## src/rtl/calc_seq_ctrl.sv

```systemverilog
// rtl/calc_seq_ctrl.sv - calculator sequencer: SRAM read pairs -> adder -> packed SRAM write
// Optional active-cycle counter enabled by defining CALC_PERF_CNT_EN.
module calc_seq_ctrl #(
   parameter int DATA_W        = 32,
   parameter int MEM_WORD_SIZE = 64,
   parameter int ADDR_W        = 9
) (
   input  logic                     clk,
   input  logic                     rst,
   input  logic                     start,
   input  logic [ADDR_W-1:0]        read_start_addr,
   input  logic [ADDR_W-1:0]        read_end_addr,
   input  logic [ADDR_W-1:0]        write_start_addr,
   output logic                     mem_cs,
   output logic                     mem_we,
   output logic [ADDR_W-1:0]        mem_addr,
   output logic [MEM_WORD_SIZE-1:0] mem_wdata,
   input  logic [MEM_WORD_SIZE-1:0] mem_rdata,
   output logic [DATA_W-1:0]        op_a,
   output logic [DATA_W-1:0]        op_b,
   input  logic [DATA_W-1:0]        add_result,
   output logic                     busy,
   output logic                     done,
   output logic [15:0]              cycle_count
);

   typedef enum logic [2:0] {
      S_IDLE  = 3'd0,
      S_READ  = 3'd1,
      S_ADD   = 3'd2,
      S_WRITE = 3'd3,
      S_END   = 3'd4
   } state_t;

   typedef enum logic {
      LOWER = 1'b0,
      UPPER = 1'b1
   } buffer_loc_t;

   state_t                   state_q, state_d;
   buffer_loc_t              buf_loc_q, buf_loc_d;
   logic [ADDR_W-1:0]        rd_ptr_q, rd_ptr_d;
   logic [ADDR_W-1:0]        end_addr_q, end_addr_d;
   logic [ADDR_W-1:0]        wr_ptr_q, wr_ptr_d;
   logic [MEM_WORD_SIZE-1:0] buffer_q, buffer_d;
   logic                     last_q, last_d;

   always_comb begin
      state_d    = state_q;
      buf_loc_d  = buf_loc_q;
      rd_ptr_d   = rd_ptr_q;
      end_addr_d = end_addr_q;
      wr_ptr_d   = wr_ptr_q;
      buffer_d   = buffer_q;
      last_d     = last_q;
      mem_cs     = 1'b0;
      mem_we     = 1'b0;
      mem_addr   = '0;
      mem_wdata  = '0;
      op_a       = '0;
      op_b       = '0;
      done       = 1'b0;

      unique case (state_q)
         S_IDLE: begin
            if (start) begin
               rd_ptr_d   = read_start_addr;
               end_addr_d = read_end_addr;
               wr_ptr_d   = write_start_addr;
               buffer_d   = '0;
               buf_loc_d  = LOWER;
               last_d     = 1'b0;
               state_d    = S_READ;
            end
         end
         S_READ: begin
            mem_cs   = 1'b1;
            mem_addr = rd_ptr_q;
            last_d   = (rd_ptr_q == end_addr_q);
            state_d  = S_ADD;
         end
         S_ADD: begin
            op_a = mem_rdata[DATA_W-1:0];
            op_b = mem_rdata[MEM_WORD_SIZE-1:DATA_W];
            if (buf_loc_q == UPPER) begin
               buffer_d[MEM_WORD_SIZE-1:DATA_W] = add_result;
            end else begin
               buffer_d[DATA_W-1:0] = add_result;
            end
            // An odd trailing word is flushed with the upper half still zero.
            if (buf_loc_q == UPPER || last_q) begin
               state_d = S_WRITE;
            end else begin
               buf_loc_d = UPPER;
               rd_ptr_d  = rd_ptr_q + ADDR_W'(1);
               state_d   = S_READ;
            end
         end
         S_WRITE: begin
            mem_cs    = 1'b1;
            mem_we    = 1'b1;
            mem_addr  = wr_ptr_q;
            mem_wdata = buffer_q;
            wr_ptr_d  = wr_ptr_q + ADDR_W'(1);
            buffer_d  = '0;
            buf_loc_d = LOWER;
            if (last_q) begin
               state_d = S_END;
            end else begin
               rd_ptr_d = rd_ptr_q + ADDR_W'(1);
               state_d  = S_READ;
            end
         end
         S_END: begin
            done    = 1'b1;
            state_d = S_IDLE;
         end
         default: state_d = S_IDLE;
      endcase
   end

   assign busy = (state_q != S_IDLE);

   always_ff @(posedge clk) begin
      if (rst) begin
         state_q    <= S_IDLE;
         buf_loc_q  <= LOWER;
         rd_ptr_q   <= '0;
         end_addr_q <= '0;
         wr_ptr_q   <= '0;
         buffer_q   <= '0;
         last_q     <= 1'b0;
      end else begin
         state_q    <= state_d;
         buf_loc_q  <= buf_loc_d;
         rd_ptr_q   <= rd_ptr_d;
         end_addr_q <= end_addr_d;
         wr_ptr_q   <= wr_ptr_d;
         buffer_q   <= buffer_d;
         last_q     <= last_d;
      end
   end

`ifdef CALC_PERF_CNT_EN
   logic [15:0] cycle_count_q, cycle_count_d;

   always_comb begin
      cycle_count_d = cycle_count_q;
      if (state_q == S_IDLE) begin
         if (start) begin
            cycle_count_d = '0;
         end
      end else if (cycle_count_q != 16'hFFFF) begin
         cycle_count_d = cycle_count_q + 16'd1;
      end
   end

   always_ff @(posedge clk) begin
      if (rst) begin
         cycle_count_q <= '0;
      end else begin
         cycle_count_q <= cycle_count_d;
      end
   end

   assign cycle_count = cycle_count_q;
`else
   assign cycle_count = 16'd0;
`endif

endmodule

```

## config.mk

```make
export PLATFORM = sky130hd
export DESIGN_NAME = calc_seq_ctrl
export DESIGN_NICKNAME = d
export VERILOG_FILES = /design/src/rtl/calc_seq_ctrl.sv
export SDC_FILE = /design/constraint.sdc
export NUM_CORES = 1
export LEC_CHECK = 0
export CORE_AREA = 3 3 107 109
export CTS_BUF_LIST = sky130_fd_sc_hd__clkbuf_8
export DETAILED_ROUTE_END_ITERATION = 6
export DIE_AREA = 0 0 110 112
export DONT_BUFFER_PORTS = 1
export PLACE_DENSITY = 0.65
export REMOVE_ABC_BUFFERS = 1
export SETUP_SLACK_MARGIN = 0.1
export SYNTH_ARGS = -nofsm -noshare
export SYNTH_HDL_FRONTEND = slang
export SYNTH_SLANG_ARGS = --single-unit
export TNS_END_PERCENT = 100
```

## constraint.sdc

```tcl
create_clock -name clk -period 1.5 [get_ports clk]
set_input_delay 0.15 -clock clk [delete_from_list [all_inputs] [get_ports clk]]
set_output_delay 0.15 -clock clk [all_outputs]
set_load 0.01 [all_outputs]
```

==> impl_metrics.py, run 1 <==
metrics = {
    "outcome": {
        "run_status": "complete, but fails checks",
        "violations": "hold timing, setup timing",
    },
    "timing": {
        "whs_ns": -0.1681,
        "fin_tns_setup_ns": -51.11,
        "finClkSkew_ns": 0.01041,
        "rsz0062_at_grt": "yes",
        "post-route-period-util_pct": 119.6,
        "setup_ws_ns": -0.2945,
        "hold_viol": 64,
        "setup_violations": 233,
        "fin_crit_ns": 1.795,
        "report.final.slew_viol_count": 0,
        "max_freq_ghz": 0.5573,
    },
    "synthesis": {
        "yosysMostFrequentCell": "dfxtp_1",
        "yosysSeqAreaShare_pct": 36.08,
        "synth_area_per_cell_um2": 8.388,
        "yosysTopAreaCell": "dfxtp_1",
        "yosys-top-cells-area": "dfxtp_1, and2_1, and3_1",
        "yosys_warnings": 0,
        "synth_edf_count": 0,
        "ys_types": 55,
        "synthCells": 635,
        "synth_top_cell_area_share_pct": 36.08,
        "ys_top_cells_by_count": "dfxtp_1, and2_1, and3_1",
        "ys.flop_type": "dfxtp_1",
        "syn_area_um2": 5326,
        "synth_seq_cells": 96,
        "async_flop_share_pct": 0,
    },
    "critical_path": {
        "worstSetupStartpointType": "flip-flop",
        "required_ns": 1.81,
        "critPathKind": "reg2reg",
        "critPathArrivalTime_ns": 2.11,
        "reg2reg_slack_ns": -0.29,
        "cp_max_fo": 24,
        "cp-end-kind": "flip-flop",
    },
    "cts": {
        "tritoncts": "yes",
        "clk_latency_ns": 0.38,
        "cts_buffers": 9,
        "cts_hold_buf": 32,
        "cts_sinks": 96,
        "path_clk_slew_ns": 0.10,
        "root_buffer": "clkbuf_8",
        "cts.htree.levels": 3,
        "cts_max_path_buffers": 2,
    },
    "worst_hold_path": {
        "hp-class": "in2reg",
    },
    "place": {
        "gp_congestion": 0.8952,
        "place.detailed.instances": 760,
        "dp_hpwl_um": 12620,
        "port_buffers": 0,
    },
    "grt": {
        "grt_overflow": 0,
        "grt_pass1_wl_um": 29260,
        "antenna_found_initial": 3,
        "grt_start_max_net_pins": 70,
        "grt_usage_pct": 31.17,
        "first_global_vias": 5054,
    },
    "floorplan": {
        "die_area_um2": 12320,
        "top_level_ports": 283,
        "dieWidth_um": 110,
        "rows": 38,
        "coreArea_um2": 10700,
        "die_y_um": 112,
        "start_util_pct": 49.79,
    },
    "pwr": {
        "p_leak_nw": 3.087,
        "p_per_area_nw_per_um2": 764.5,
        "vdd_drop_max_uv": 672.0,
    },
    "routing": {
        "vias_per_cell": 6.425,
        "wl_per_cell_um": 25.59,
        "drt_iter0_markers": 617,
        "dr_total_vias": 5564,
        "detail-route-antenna-nets": 0,
        "drt_wl_total_um": 22170,
        "dr.pass1.iters": 5,
        "drc": 0,
    },
    "cells_and_area": {
        "fin_nets": 847,
        "stdcell_count": 866,
        "area_delta_synth_final_pct": 50.27,
        "drive_above_1_share_pct": 45.58,
    },
    "run": {
        "cap_violations": 0,
    },
}
per-stage QoR:
step,setup WS (ns),util (%),power (mW),area [um2],hold WS [ns]
after global routing,-0.3306,74.82,6.333,8004,-0.1901
after CTS,-0.2636,68.40,5.865,7317,-0.1730
after detailed placement,-0.1475,52.96,3.647,5665,0.2320
after floorplan,-2.473,-,3.253,4890,0.2191
final,-0.2945,74.82,6.119,8004,-0.1681
after global placement,-0.1031,52.96,3.626,5665,0.2275
registers in the layout, indices dropped and copies added, names as in the netlist:
signal      flops
buf_loc_q       1
buffer_q       64
end_addr_q      9
last_q          1
rd_ptr_q        9
state_q         3
wr_ptr_q        9
timing repair:
action                     in CTS  in global routing
setup buffers                  27                 12
setup endpoints to repair     234                234
resized for setup             189                 85
gates cloned                   10                 12
pin swaps                      36                 88
hold endpoints to repair       96                 64
cells by family (layout without fill, tap and decap cells):
| group | Yosys count | count (layout) | synth area share [%] |
|---|---|---|---|
| compound gates | 174 | 175 | 21.92 |
| xor+xnor | 10 | 10 | 1.644 |
| fa+ha+maj | 2 | 2 | 0.4697 |
| buf+inv | 92 | 165 | 9.537 |
| flops | 96 | 96 | 36.08 |
| other cells | 1 | 18 | 0.07040 |
| simple gates | 260 | 260 | 30.28 |
layer usage:
metal	wire (um)	up-vias	part of all wire [%]	global-route usage (%)
li1	-	2462	-	-
met1	8292	2734	37	39.86
met2	11160	325	50	50.36
met3	2168	41	9.8	9.043
met4	538	2	2.4	9.643
met5	8	-	0.036	0
critical path, stage by stage (launching register included):
cell and delay (ns):
dfxtp_4 0.37, buf_4 0.13, or3b_4 0.41, buf_6 0.15
a21bo_4 0.21, buf_12 0.17, nand4b_1 0.12, a21oi_1 0.16
report_power, final:
part | total [mW] | switching [mW] | internal [mW] | leakage [nW]
sequential | 2.70 | 0.0759 | 2.63 | 0.781
combinational | 1.50 | 0.769 | 0.731 | 2.19
clock | 1.91 | 0.969 | 0.946 | 0.117
cells in the final DEF, fill, tap and decap left out, drive strengths merged, types with 6 or more instances in the layout:
cell	instances
a21oi	60
a22o	7
a32o	32
and2	67
and3	66
buf	101
clkbuf	21
conb	16
dfxtp	96
dlygate4sd3	32
inv	6
nand2	33
nand3	9
nand4b	33
nor2	18
nor3	6
o21ai	48
worst paths after layout:
| check | from | cells after the start | end |
|---|---|---|---|
| min | rst | 1 | buffer_q[26]$_SDFFE_PP0P_ |
| min reg2reg | end_addr_q[1]$_SDFFE_PP0P_ | 2 | end_addr_q[1]$_SDFFE_PP0P_ |
| max | state_q[1]$_SDFFE_PP0P_ | 7 | buffer_q[8]$_SDFFE_PP0P_ |
| max reg2reg | state_q[1]$_SDFFE_PP0P_ | 7 | buffer_q[8]$_SDFFE_PP0P_ |
cell type report:
class | instances | area [um2]
multi-input cells | 463 | 3819
fillers | 688 | 2694
flip-flops and latches | 96 | 1931
repair buffers | 145 | 1836
well taps | 140 | 175.2
clock buffers | 9 | 123.9
clock inverters | 7 | 93.84
inverters | 4 | 21.27
diodes | 2 | 5.005
Note: power is estimated with default switching activity, not from simulation.
==> run 2: changes to the inputs <==
CAP_MARGIN = 5   (was unset)
HOLD_SLACK_MARGIN = 0.06   (was unset)
RECOVER_POWER = 50   (was unset)
==> results of run 2 <==
No change in the layout: final DEF, timing and power equal those of run 1.
